## config.mk

```make
export PLATFORM = sky130hd
export DESIGN_NAME = panel_ctrl
export DESIGN_NICKNAME = d
export VERILOG_FILES = /design/src/rtl/panel_ctrl.sv
export SDC_FILE = /design/constraint.sdc
export NUM_CORES = 1
export LEC_CHECK = 0
export CAP_MARGIN = 25
export CORE_ASPECT_RATIO = 1.2
export CORE_MARGIN = 8
export CORE_UTILIZATION = 55
export DETAILED_ROUTE_END_ITERATION = 10
export MAX_ROUTING_LAYER = met4
export PLACE_DENSITY = 0.77
export SYNTH_ARGS = -nofsm -noshare
export SYNTH_HDL_FRONTEND = slang
export SYNTH_SLANG_ARGS = --single-unit
```

## constraint.sdc

```tcl
create_clock -name SYSCLK -period 2.5 [get_ports SYSCLK]
set_input_delay 0.375 -clock SYSCLK [delete_from_list [all_inputs] [get_ports SYSCLK]]
set_output_delay 0.375 -clock SYSCLK [all_outputs]
set_load 0.005 [all_outputs]
```

## src/rtl/panel_ctrl.sv

```systemverilog
// Front-panel run/halt sequencer for the PDP-8 CPU: synchronises and debounces the
// panel switches and starts/stops the CPU only on instruction boundaries.
module panel_ctrl #(
  parameter int unsigned DEBOUNCE_CYCLES = 16,
  parameter int unsigned CLEAR_CYCLES    = 4
) (
  input  logic       SYSCLK,
  input  logic       RESET,
  input  logic       sw_CLEAR,
  input  logic       sw_RUN,
  input  logic       sw_HALT,
  input  logic       sw_STEP,
  input  logic       instDone,
  input  logic       instHLT,
  output logic       cpuRun,
  output logic       cpuClear,
  output logic       ledRun,
  output logic [2:0] state
);

  localparam int unsigned NSW      = 4;
  localparam int unsigned DW       = $clog2(DEBOUNCE_CYCLES);
  localparam int unsigned CW       = (CLEAR_CYCLES > 1) ? $clog2(CLEAR_CYCLES) : 1;
  localparam int unsigned SW_CLEAR = 0;
  localparam int unsigned SW_RUN   = 1;
  localparam int unsigned SW_STEP  = 2;
  localparam int unsigned SW_HALT  = 3;

  typedef enum logic [2:0] {
    ST_CLEARING = 3'd0,
    ST_HALTED   = 3'd1,
    ST_RUNNING  = 3'd2,
    ST_HALTING  = 3'd3,
    ST_STEPPING = 3'd4
  } state_t;

  logic [NSW-1:0]         raw_c;
  logic [NSW-1:0]         sync1;
  logic [NSW-1:0]         sync2;
  logic [NSW-1:0]         deb;
  logic [NSW-1:0]         deb_d;
  logic [NSW-1:0]         press_c;
  logic [NSW-1:0][DW-1:0] dcnt;

  state_t        cur;
  state_t        nxt;
  logic [CW-1:0] ccnt;
  logic [CW-1:0] ccnt_n;
  logic          run_n;
  logic          clr_n;

  assign raw_c   = {sw_HALT, sw_STEP, sw_RUN, sw_CLEAR};
  assign press_c = deb & ~deb_d;

  // Two-flop synchroniser plus per-switch debounce counter.
  always_ff @(posedge SYSCLK) begin
    if (RESET) begin
      sync1 <= '0;
      sync2 <= '0;
      deb   <= '0;
      deb_d <= '0;
      dcnt  <= '0;
    end else begin
      sync1 <= raw_c;
      sync2 <= sync1;
      deb_d <= deb;
      for (int i = 0; i < NSW; i++) begin
        if (sync2[i] == deb[i]) begin
          dcnt[i] <= '0;
        end else if (dcnt[i] == DW'(DEBOUNCE_CYCLES - 1)) begin
          deb[i]  <= ~deb[i];
          dcnt[i] <= '0;
        end else begin
          dcnt[i] <= dcnt[i] + DW'(1);
        end
      end
    end
  end

  // Next-state logic; presses not honoured in a state are simply dropped.
  always_comb begin
    nxt    = cur;
    ccnt_n = '0;
    case (cur)
      ST_CLEARING: begin
        if (ccnt == CW'(CLEAR_CYCLES - 1)) nxt = ST_HALTED;
        else                               ccnt_n = ccnt + CW'(1);
      end
      ST_HALTED: begin
        if      (press_c[SW_CLEAR]) nxt = ST_CLEARING;
        else if (press_c[SW_RUN])   nxt = ST_RUNNING;
        else if (press_c[SW_STEP])  nxt = ST_STEPPING;
      end
      ST_RUNNING: begin
        if (instDone && instHLT)   nxt = ST_HALTED;
        else if (press_c[SW_HALT]) nxt = instDone ? ST_HALTED : ST_HALTING;
      end
      ST_HALTING, ST_STEPPING: begin
        if (instDone) nxt = ST_HALTED;
      end
      default: nxt = ST_CLEARING;
    endcase
    run_n = (nxt == ST_RUNNING) || (nxt == ST_HALTING) || (nxt == ST_STEPPING);
    clr_n = (nxt == ST_CLEARING);
  end

  always_ff @(posedge SYSCLK) begin
    if (RESET) begin
      cur      <= ST_CLEARING;
      ccnt     <= '0;
      cpuRun   <= 1'b0;
      cpuClear <= 1'b1;
      ledRun   <= 1'b0;
    end else begin
      cur      <= nxt;
      ccnt     <= ccnt_n;
      cpuRun   <= run_n;
      cpuClear <= clr_n;
      ledRun   <= run_n;
    end
  end

  assign state = cur;

endmodule

```

* Word-level counts from Yosys, hierarchy flattened
Cells that the tools add are included.
** Operators by class
- $add $sub $neg :: 5
- Equality and inequality tests :: 16
- Muxes and demuxes :: 9
- Bitwise gates (word level) :: 11
- Reduce and logical (&&, ||, !) cells :: 15
** Operators with widths (count)
- 3-bit 2-to-1 mux :: 7
- 4-bit by 1-bit adder with 4-bit output, second input constant :: 4
- 4-bit == test, second input constant :: 4
- 3-bit OR reduction :: 5
- 3-bit by 2-bit == test with 1-bit output, second input constant :: 4
- 3-bit case mux with 4 select lines :: 1
- 1-bit NOT :: 9
- 2-bit AND reduction :: 4
- 3-bit == test, second input constant :: 2
- 3-bit zero test :: 2
- 4-bit AND :: 1
- 1-bit == test :: 4
- 4-bit NOT :: 1
- 3-bit by 1-bit == test with 1-bit output, second input constant :: 1
- 2-bit by 1-bit adder with 2-bit output, second input constant :: 1
- 2-bit == test, second input constant :: 1
- 1-bit logical OR :: 2
- 2-bit 2-to-1 mux :: 1
- 2-bit OR reduction :: 1
- 1-bit logical AND :: 1
** Storage, ports and cells
- Bits in registers :: 39
- Input port bits :: 8
- Output and inout port bits :: 6
- Logic and storage cells :: 71

* Longest topological paths before layout
- Depth after elaboration :: 9
- Mapped depth :: 5
- Gate-level depth less buffers :: 5

* Worst setup path before layout
Ideal clock, no wire load.
- Path kind :: flip-flop to flip-flop
- Start point :: register dcnt[12] (netlist bit)
- End point :: register dcnt[14] (netlist bit)
- Library setup time :: 64 ps
- Arrival time :: 1190 ps
- Data required time :: 2436 ps
- Slack :: 1245 ps
- Cell stages (with the launch flop) :: 5
- Buffers on the path :: 0
- Period minus slack after synthesis :: 1255 ps
- Cell sequence :: dfxtp_1 -> ha_1 -> and3_1 -> or3_1 -> nor2_1
** On the way
- Cells in the longest elaborated chain, start to end :: 2
- Elaborated cells on any way between the ends :: 3
- Those cells by class :: 1 x add/sub; 1 x eq/ne; 1 x reduce/logical
** Ends and longest elaborated chain
- start, declared :: line 43 : logic [NSW-1:0][DW-1:0] dcnt;
- start signal, assigned by index :: line 74 : dcnt[i] <= dcnt[i] + DW'(1);
- parallel branches: the longest is 2 deep, another holds 4-bit by 1-bit adder with 4-bit output
Parallel ways; which one is timed is not known.
A chain may end at the register's enable or synchronous reset.

* Final worst setup path
- Start point :: register cur[0] (netlist: state[0])
- End point :: output state[0]
** RTL lines
- start, declared :: line 45 : state_t cur;
- start signal, assigned :: line 115 : cur <= nxt;
- end, declared :: line 18 : output logic [2:0] state
No word-level cell between the ends.

==> flow_summary.toml <==
[floorplanning]
start_util = 0.581
die_w_um = 63.2
die_height_um = 72.6
std_cell_rows = 20
core-area_mm2 = 0.00253
die_area_mm2 = 0.00459
ios = 14

[finish]
areaGrowthSynthToFinish_pct = 16.8
layout_commonest_cell = "dfxtp_1"
drive_above_1_share = 0.0854
fin_nets = 176
utilization = 0.679
diodes = 0
layout_common_cells = "39 x dfxtp_1, 26 x nor2_1, 14 x nor2b_1"
final_cells = 197

[pwr]
p_int_uw = 903
switchingPower_uw = 241
power.leakage_uw = 0.000681
vdd_drop_max_uv = 569
combPwrFrac = 0.046
sequentialPowerShare = 0.563
p_sw_frac = 0.211
clockPowerShare = 0.391
p_per_area_mw_per_mm2 = 667

[clock_tree]
ctsHoldBuffers = 0
cts_tree = "built"
root_buffer = "clkbuf_4"
ctsResizeCount = 0
clk_latency_ps = 360
cts_setup_buffers = 0
numCtsBuffers = 5
clk_pin_slew_ps = 120
htreeDepth = 2
clockBufferDepth = 2
clock-sinks = 39

[synth]
synth_area_mm2 = 0.00147
synth-simple-area-share = 0.238
syn_nets = 158
synth_cell_type_count = 31
ys_seq_area_frac = 0.532
dominantRegCellSynth = "dfxtp_1"
synth_compound_area_frac = 0.0520
ys_seq_elements = 39
synth.mux.area_fraction = 0.0341
ys_warn_count = 0
syn_area_per_cell_um2 = 10.1
async_flop_share = 0
synthAdderAreaFrac = 0.0426
synth_top_family_by_area = "simple AND/OR/NAND/NOR gates"
syn_inst = 145
synth_edf_count = 0
synth_xor_area_frac = 0.0716

[global_route]
grt_overflow = 0
use_met2 = 0.193
gr-usage-met3 = 0.0430
grt_max_degree = 17
top_usage_layer = "met2"
antenna_found_initial = 0
grt_pass1_wl_um = 4090
grt_util_met1 = 0.106
grt_pass1_vias = 1029
grt_use_total = 0.115

[placed_design]
gp_congestion = 0.846
place_inst = 189
io_buffers = 13
dpl.hpwl_um = 1760
pre_cts_ws_ps = 695

[routing]
wl_per_cell_um = 11.9
vias = 994
drtIter0Drc = 67
antenna_left = 0
routed_wl_um = 2350
drc = 0
drtPass1Iterations = 4
via_per_inst = 5.05

[sta]
relSlewSlack = 0.648
timing.fmax_ghz = 0.540
finalSetupViolations = 0
fin_ws_ps = 648
fin_crit_sh = 0.741
tightest_slew_ps = 526
fin_setup_tns_ps = 0
rsz0062_at_grt = "no"
holdWs_ps = 444
fin_crit_ps = 1850
drv_slew = 0
hold_viol = 0
finClkSkew_ps = 13.3

[hold_path]
whs_path_depth = 1
hold_class = "reg -> reg"

[critical_path]
critPathLaunchType = "register"
slowest_delay_ps = 570
worstPathMaxFanout = 9
path_depth = 1
crit_arrival_ps = 1480
worstPathRequired_ps = 2120
cp_top_family = "buffers and inverters"
slowest_stage = "clkdlybuf4s50_1"
crit_path_end_kind = "output port"
reg2regPathDepth = 4
crit_type = "reg -> out"
path_cells = "clkdlybuf4s50_1"
crit_buf_inv = 1

[job]
drv_cap = 0

[status]
status = "finished, final reports clean"
## per-layer routing
metal / up-vias / routed length (µm) / share of wire
met5: - / 0 / 0
met1: 455 / 1010 / 0.43
met2: 22 / 1120 / 0.48
li1: 512 / - / -
met3: 5 / 162 / 0.069
met4: 0 / 51 / 0.022
## cells by family (layout without fill, tap and decap cells)
kind of cell / Yosys count / count (layout)
simple gates: 65 / 65
flops: 39 / 39
xor+xnor: 12 / 12
compound gates: 10 / 10
buf+inv: 9 / 28
fa+ha+maj: 5 / 5
mux: 5 / 5
## metrics by stage
stage	instance area (µm²)	total power (µW)
final	1720	1140
after CTS	1720	1160
after global routing	1720	1190
after floorplan	1470	688
after global placement	1630	709
after detailed placement	1630	713
## sequential cells by signal (all words and copies together) (netlist names)
name	flops
dcnt	16
deb	4
deb_d	4
sync1	4
sync2	4
state	3
ccnt	2
cpuClear	1
ledRun	1
## synthesized netlist by cell type (5+ instances only)
library cell  count  area (µm²)
xnor2_1           6        52.6
mux2i_1           5        50.1
ha_1              5        62.6
xor2_1            6        52.6
nand3_1           6        30.0
nand2b_1          7        43.8
nor2b_1          14        87.6
dfxtp_1          39         781
nor2_1           26        97.6
inv_1             5        18.8
## final timing paths
check | slack, ps | end | startpoint
worst min-delay path | 440 | ccnt[0]$_SDFF_PP0_ | ccnt[0]$_SDFF_PP0_
worst min register to register | 440 | ccnt[0]$_SDFF_PP0_ | ccnt[0]$_SDFF_PP0_
worst max-delay path | 650 | state[0] | state[0]$_SDFF_PP0_
worst max register to register | 1130 | dcnt[15]$_SDFF_PP0_ | dcnt[12]$_SDFF_PP0_
## power by group through the flow
stage | combinational [µW] | sequential [µW] | clock (µW)
after detailed placement | 53.8 | 659 | 0
after global routing | 60.8 | 647 | 478
after CTS | 53.5 | 645 | 460
after floorplan | 32.1 | 656 | 0
final | 52.8 | 644 | 447
after global placement | 51.2 | 658 | 0
## area by class of cell
class / instances / area, µm²
Clock buffer: 6 / 51.3
Tap cell: 33 / 41.3
Sequential cell: 39 / 781
Fill cell: 205 / 812
Timing Repair Buffer: 15 / 145
Inverter: 5 / 18.8
Multi-Input combinational cell: 97 / 643
Clock inverter: 2 / 35.0
No activity file was read; power rests on OpenSTA's default activity.
